**src/rtl/seq_mul.sv**
```systemverilog
// Multi-cycle shift-add multiplier: one multiplier bit per clock, valid/ready on both sides.
// Optional two's-complement operands are handled by sign-magnitude conversion around an unsigned core.
module seq_mul #(
  parameter int SIZE_   = 8,
  parameter int SIGNED_ = 0
) (
  input  logic               clk_,
  input  logic               rst_,
  input  logic [SIZE_-1:0]   x_,
  input  logic [SIZE_-1:0]   y_,
  input  logic               in_valid_,
  output logic               in_ready_,
  output logic [2*SIZE_-1:0] p_,
  output logic [SIZE_-1:0]   z_,
  output logic               ovf_,
  output logic               out_valid_,
  input  logic               out_ready_,
  output logic               busy_
);

  localparam int CNT_W = $clog2(SIZE_);
  localparam logic [CNT_W-1:0] LAST = CNT_W'(SIZE_ - 1);

  typedef enum logic [1:0] {
    S_IDLE,
    S_RUN,
    S_DONE
  } state_t;

  state_t               r_state;
  state_t               w_state_nxt;
  logic [2*SIZE_-1:0]   r_mcand;
  logic [SIZE_-1:0]     r_mplier;
  logic [2*SIZE_-1:0]   r_acc;
  logic [CNT_W-1:0]     r_cnt;
  logic                 r_neg;
  logic [2*SIZE_-1:0]   r_p;
  logic [SIZE_-1:0]     r_z;
  logic                 r_ovf;

  logic                 w_accept;
  logic                 w_last;
  logic [SIZE_-1:0]     w_x_mag;
  logic [SIZE_-1:0]     w_y_mag;
  logic                 w_neg;
  logic [2*SIZE_-1:0]   w_acc_nxt;
  logic [2*SIZE_-1:0]   w_prod;
  logic                 w_ovf;

  assign w_accept = (r_state == S_IDLE) && in_valid_;
  assign w_last   = (r_state == S_RUN) && (r_cnt == LAST);

  always_comb begin
    w_state_nxt = r_state;
    case (r_state)
      S_IDLE:  if (in_valid_)  w_state_nxt = S_RUN;
      S_RUN:   if (r_cnt == LAST) w_state_nxt = S_DONE;
      S_DONE:  if (out_ready_) w_state_nxt = S_IDLE;
      default: w_state_nxt = S_IDLE;
    endcase
  end

  always_ff @(posedge clk_ or posedge rst_) begin
    if (rst_) r_state <= S_IDLE;
    else      r_state <= w_state_nxt;
  end

  // Magnitude of the most negative value wraps to itself, which read unsigned is the exact magnitude.
  always_comb begin
    w_x_mag = x_;
    w_y_mag = y_;
    w_neg   = 1'b0;
    if (SIGNED_ != 0) begin
      if (x_[SIZE_-1]) w_x_mag = '0 - x_;
      if (y_[SIZE_-1]) w_y_mag = '0 - y_;
      w_neg = x_[SIZE_-1] ^ y_[SIZE_-1];
    end
  end

  always_comb begin
    w_acc_nxt = r_mplier[0] ? (r_acc + r_mcand) : r_acc;
    w_prod    = r_neg ? ('0 - w_acc_nxt) : w_acc_nxt;
    if (SIGNED_ != 0)
      w_ovf = !((&w_prod[2*SIZE_-1:SIZE_-1]) || !(|w_prod[2*SIZE_-1:SIZE_-1]));
    else
      w_ovf = |w_prod[2*SIZE_-1:SIZE_];
  end

  always_ff @(posedge clk_ or posedge rst_) begin
    if (rst_) begin
      r_mcand  <= '0;
      r_mplier <= '0;
      r_acc    <= '0;
      r_cnt    <= '0;
      r_neg    <= 1'b0;
      r_p      <= '0;
      r_z      <= '0;
      r_ovf    <= 1'b0;
    end else if (w_accept) begin
      r_mcand  <= {{SIZE_{1'b0}}, w_x_mag};
      r_mplier <= w_y_mag;
      r_acc    <= '0;
      r_cnt    <= '0;
      r_neg    <= w_neg;
    end else if (r_state == S_RUN) begin
      r_acc    <= w_acc_nxt;
      r_mcand  <= r_mcand << 1;
      r_mplier <= r_mplier >> 1;
      r_cnt    <= r_cnt + CNT_W'(1);
      if (w_last) begin
        r_p   <= w_prod;
        r_z   <= w_prod[SIZE_-1:0];
        r_ovf <= w_ovf;
      end
    end
  end

  assign in_ready_  = (r_state == S_IDLE);
  assign out_valid_ = (r_state == S_DONE);
  assign busy_      = (r_state == S_RUN);
  assign p_         = r_p;
  assign z_         = r_z;
  assign ovf_       = r_ovf;

endmodule

```
**config.mk**
```make
export PLATFORM = sky130hd
export DESIGN_NAME = seq_mul
export DESIGN_NICKNAME = d
export VERILOG_FILES = /design/src/rtl/seq_mul.sv
export SDC_FILE = /design/constraint.sdc
export NUM_CORES = 1
export LEC_CHECK = 0
export ABC_AREA = 1
export ABC_CLOCK_PERIOD_IN_PS = 3760
export BUFFER_PORTS_ARGS = -buffer_cell sky130_fd_sc_hd__buf_2
export CORE_MARGIN = 5
export CORE_UTILIZATION = 32
export CTS_BUF_LIST = sky130_fd_sc_hd__clkbuf_4 sky130_fd_sc_hd__clkbuf_8 sky130_fd_sc_hd__clkbuf_16
export DETAILED_ROUTE_END_ITERATION = 7
export PLACE_DENSITY = 0.51
export SLEW_MARGIN = 0
export SYNTH_ARGS = -nofsm -noshare
export SYNTH_HDL_FRONTEND = slang
export SYNTH_SLANG_ARGS = --single-unit
```
**constraint.sdc**
```tcl
create_clock -name clk_ -period 3.76 [get_ports clk_]
set_input_delay 0.376 -clock clk_ [delete_from_list [all_inputs] [get_ports clk_]]
set_output_delay 0.376 -clock clk_ [all_outputs]
set_load 0.01 [all_outputs]
```
Yosys cells after proc, flatten, opt, wreduce, memory -nomap -nowiden
Cells that the tools add are included.

storage, ports and cells
  register bits after elaboration = 70
  input bits = 20
  logic and storage cells = 37

cells by class
  add/subtract/negate cells = 2
  equal/unequal tests = 6
  multiplexer cells = 13
  bitwise logic cells = 1
  reduce and logical (&&, ||, !) cells = 7

operators by type and width
  cell                   number
  $mux W16               5
  $add A16 B16 Y16       1
  $mux W8                2
  $reduce_or A8 Y1       1
  $mux W2                3
  $mux W3                2
  $pmux W2 S3            1
  $reduce_and A3 Y1      2
  $ne A2 B1 Y1 const B   2
  $add A3 B1 Y3 const B  1
  $eq A3 B3 Y1 const B   1
  $eq A2 B1 Y1 const B   1
  $eq A2 B2 Y1 const B   1
  $logic_and A1 B1 Y1    2
  $logic_not A2 Y1       1
  $ne A2 B2 Y1 const B   1
  $reduce_bool A2 Y1     1
  $not A1 Y1             1

Depth between registers and ports, before layout
  word-level depth = 4
  gate-level depth with buffers = 15
  gate-level depth less buffers = 15

Worst setup path before layout
No wires, ideal clock.

  path type = reg-to-reg
  start point = register r_mcand[0]
  end point = register r_ovf (netlist: ovf_)
  library setup time = 119 ps
  data arrival time = 1757 ps
  data required time = 3641 ps
  setup slack = 1884 ps
  cell stages (with the launch flop) = 15
  clock period less this slack = 1876 ps
  cell sequence = dfrtp_1 ha_1 fa_1 nand2_1 nand2_1 nand3_1 nand2_2 nand2_1 nand2_1 nand2_1 nand3_1 nand2_1 nand2_1 nor2_2 a21oi_2

between the ends
  cells in the longest elaborated chain, start to end = 3

ends and longest elaborated chain
  element                   RTL line  text
  start: declaration        32        logic [2*SIZE_-1:0] r_mcand;
  start signal: assignment  100       r_mcand <= {{SIZE_{1'b0}}, w_x_mag};
  start signal: assignment  107       r_mcand <= r_mcand << 1;
  $add A16 B16 Y16          81        w_acc_nxt = r_mplier[0] ? (r_acc + r_mcand) : r_acc;
  $mux W16                  81
  $reduce_or A8 Y1          86        w_ovf = |w_prod[2*SIZE_-1:SIZE_];
  end signal: assignment    113       r_ovf <= w_ovf;
  end: declaration          39        logic r_ovf;

No other way between the ends.
A chain may end at the register's enable or synchronous reset.

Final worst setup path
  start point = register r_state[0]
  end point = register r_ovf (netlist: ovf_)

between the ends
  cells in the longest elaborated chain, start to end = 4

ends and longest elaborated chain
  element                                 RTL line  text
  start: declaration                      30        state_t r_state;
  start signal: assignment                65        else r_state <= w_state_nxt;
  $logic_not A2 Y1                        50        assign w_accept = (r_state == S_IDLE) && in_valid_;
  $logic_and A1 B1 Y1                     50
  $not A1 Y1 (no source line)             --
  $reduce_and A3 Y1 (no source line) (*)  --

Every way passes the cells marked *; elsewhere a longest branch is shown, timed or not.

==> impl_metrics.yaml <==
status:
  outcome: "finished clean"
final_layout:
  final_common_cell: "nand2_1"
  areaGrowthSynthToFinish_pct: 16.4
  finalNetCount: 551
  fillers: 1116
  drive_above_1_share: 0.176
  final_core_util: 0.383
  final_cell_mix: "nand2_1 (135), inv_1 (78), dfrtp_1 (62)"
  antenna_cells: 0
floorplanning:
  dieArea_mm2: 0.0135
  ioPinCount: 48
  core.rowCount: 38
  die_h_um: 116
  core_mm2: 0.0110
  initial_core_util: 0.329
  die_w_um: 116
pwr:
  p_sw_uw: 1930
  clock_power_share: 0.192
  powerDensity_mw_per_mm2: 998
  seq_power_share: 0.281
  power_frac_comb: 0.526
  netSwitchingFraction: 0.459
  ir_worst_vdd_mv: 0.504
  internal_power_uw: 2270
  power.leakage_uw: 0.00229
detailed_routing:
  wl_per_cell_um: 13.3
  drc_errors: 0
  drt_wl_total_um: 8750
  first_pass_iters: 4
  ant_nets: 0
  drt-initial-drc-count: 143
  avgViaCountPerCell: 4.55
  vias: 2992
setup_path:
  critPathTopFamily: "simple AND/OR/NAND/NOR gates"
  crit_buf_inv: 1
  critical_path_class: "flip-flop to flip-flop"
  slowest_stage: "nand2_1"
  path_cells: "inv_1, nor2_1, nand2_1, nor2_2, nand2_1, nor2_2, a21oi_2"
  cp_max_fo: 35
  cpPeakStageDelay_ns: 0.83
  critical_path_arrival_ns: 2.80
  required_ns: 3.97
  cp-end-kind: "flip-flop"
  cp-start-kind: "flip-flop"
synth:
  syn_nets: 514
  synth_cell_types: 29
  syn_area_mm2: 0.00362
  ys_seq_area_frac: 0.429
  syn_inst: 476
  synth_seq_cells: 62
  ys_warn_count: 0
  avgSynthCellArea_um2: 7.60
placed_design:
  io_buffers: 47
  place.gp.congestion: 0.826
  hpwl_um: 6580
sta:
  max_slew_margin: 0.353
  worstMarginPinSlew_ns: 0.968
  period_needed_ns: 2.59
  rsz0062_at_grt: "false"
  tns_ns: 0
  timing.fmax_mhz: 386
  skew_ns: 0.00672
  hold_viol_final: 0
  slew_violations: 0
  finalSetupViolCount: 0
  fin_crit_sh: 0.690
clock_network:
  cts.path.max_buffers: 2
  cts_tree: "yes"
  ctsHoldBuffers: 0
  clock_latency_ns: 0.32
  ctsResizeCount: 0
  clock_sinks: 62
  path_clk_slew_ns: 0.05
  post_cts_buffers: 0
  cts-root-buf: "clkbuf_16"
  cts-htree-levels: 3
  numCtsBuffers: 9
hold_path:
  hold_class: "primary input to flip-flop"
global_routing:
  grtUsageTotal: 0.140
  antenna_found_initial: 0
  grt_max_degree: 46
  grt_pass1_vias: 3043
  grt_pass1_wl_um: 15100
  overflow: 0
flow_run:
  drv_cap: 0
==> layer usage <==
metal	vias to the layer above	share of wire	wire length (µm)	global-route usage
li1	1575	-	-	-
met1	1365	0.49	4250	0.190
met2	45	0.48	4190	0.228
met3	7	0.030	260	0.0301
met4	0	0.0064	56	0.0363
met5	-	0	0	0
==> cells by family (layout without fill, tap and decap cells) <==
family / after synthesis / after routing / share of synthesized area
simple gates: 212 / 212 / 0.253
xor+xnor: 6 / 6 / 0.0145
fa+ha+maj: 18 / 18 / 0.0643
compound gates: 71 / 71 / 0.116
flops: 62 / 62 / 0.429
buf+inv: 107 / 148 / 0.123
==> worst register-to-register path, cell delays in order (launching register included) <==
cell	delay, ns
dfrtp_1	0.39
inv_1	0.05
nor2_1	0.65
nand2_1	0.83
nor2_2	0.28
nand2_1	0.10
nor2_2	0.13
a21oi_2	0.06
==> cell usage after synthesis <==
cell type | number | share of area
nand2_1 | 135 | 0.14
inv_1 | 79 | 0.082
dfrtp_1 | 62 | 0.43
nand3_1 | 37 | 0.051
o21ai_0 | 27 | 0.037
o22ai_1 | 21 | 0.036
ha_1 | 17 | 0.059
nor2_1 | 14 | 0.015
nand2_2 | 11 | 0.019
a21oi_1 | 9 | 0.012
clkbuf_1 | 9 | 0.0093
buf_4 | 8 | 0.017
nor2_2 | 8 | 0.014
buf_2 | 6 | 0.0083
o221ai_1 | 6 | 0.015
xor2_1 | 5 | 0.012
and2_1 | 3 | 0.0052
inv_2 | 3 | 0.0031
a22oi_1 | 2 | 0.0041
nand3_2 | 2 | 0.0055
nand4_1 | 2 | 0.0035
o211ai_1 | 2 | 0.0041
o21ai_1 | 2 | 0.0028
a21oi_2 | 1 | 0.0024
buf_6 | 1 | 0.0031
clkinv_1 | 1 | 0.0010
fa_1 | 1 | 0.0055
o31ai_1 | 1 | 0.0021
xnor2_1 | 1 | 0.0024
==> sequential cells by signal (all words and copies together), names as in the netlist <==
| register | cells |
|---|---|
| r_cnt | 3 |
| r_acc | 16 |
| r_state | 2 |
| ovf_ | 1 |
| r_mcand | 16 |
| r_mplier | 8 |
| p_ | 16 |
==> power by group through the flow <==
stage / clock (µW) / sequential, µW / combinational [µW]
floorplan: 0 / 1150 / 1710
global placement: 0 / 1180 / 2210
detailed placement: 0 / 1190 / 2240
CTS: 835 / 1190 / 2250
global route: 868 / 1220 / 2550
finish: 808 / 1180 / 2210
==> cell type report <==
| cell class | count | area [µm²] | area share |
|---|---|---|---|
| clock buffer | 11 | 246 | 0.0585 |
| clock inverter | 4 | 47.5 | 0.0113 |
| inverter | 83 | 312 | 0.0740 |
| multi-input combinational | 307 | 1620 | 0.385 |
| sequential | 62 | 1550 | 0.368 |
| tap | 140 | 175 | 0.0416 |
| timing repair buffer | 50 | 258 | 0.0612 |
==> through the flow <==
stage / setup WS [ns] / cell area (µm²) / power [µW] / instances / hold slack [ns]
finish: 1.17 / 4210 / 4200 / 657 / 0.233
global route: 0.783 / 4210 / 4640 / 657 / 0.236
CTS: 1.10 / 4210 / 4270 / 657 / 0.222
detailed placement: 1.15 / 3920 / 3430 / 642 / 0.471
global placement: 1.27 / 3920 / 3400 / 642 / 0.465
floorplan: 1.84 / 3620 / 2860 / 476 / 0.450
==> final timing paths <==
kind / from / endpoint / slack (ns) / cells past startpoint
max in group asynchronous: rst_ / r_mcand[9]$_DFFE_PP0P_ / 2.68 / 3
hold / removal: out_ready_ / r_state[1]$_DFFE_PP0P_ / 0.23 / 2
setup reg to reg: r_state[0]$_DFFE_PP0P_ / ovf_$_DFFE_PP0P_ / 1.17 / 7
hold reg to reg: p_[8]$_DFFE_PP0P_ / p_[8]$_DFFE_PP0P_ / 0.48 / 2
min in group asynchronous: rst_ / r_state[1]$_DFFE_PP0P_ / 0.26 / 2
setup / recovery: r_state[0]$_DFFE_PP0P_ / ovf_$_DFFE_PP0P_ / 1.17 / 7
Note: power is estimated with default switching activity, not from simulation.
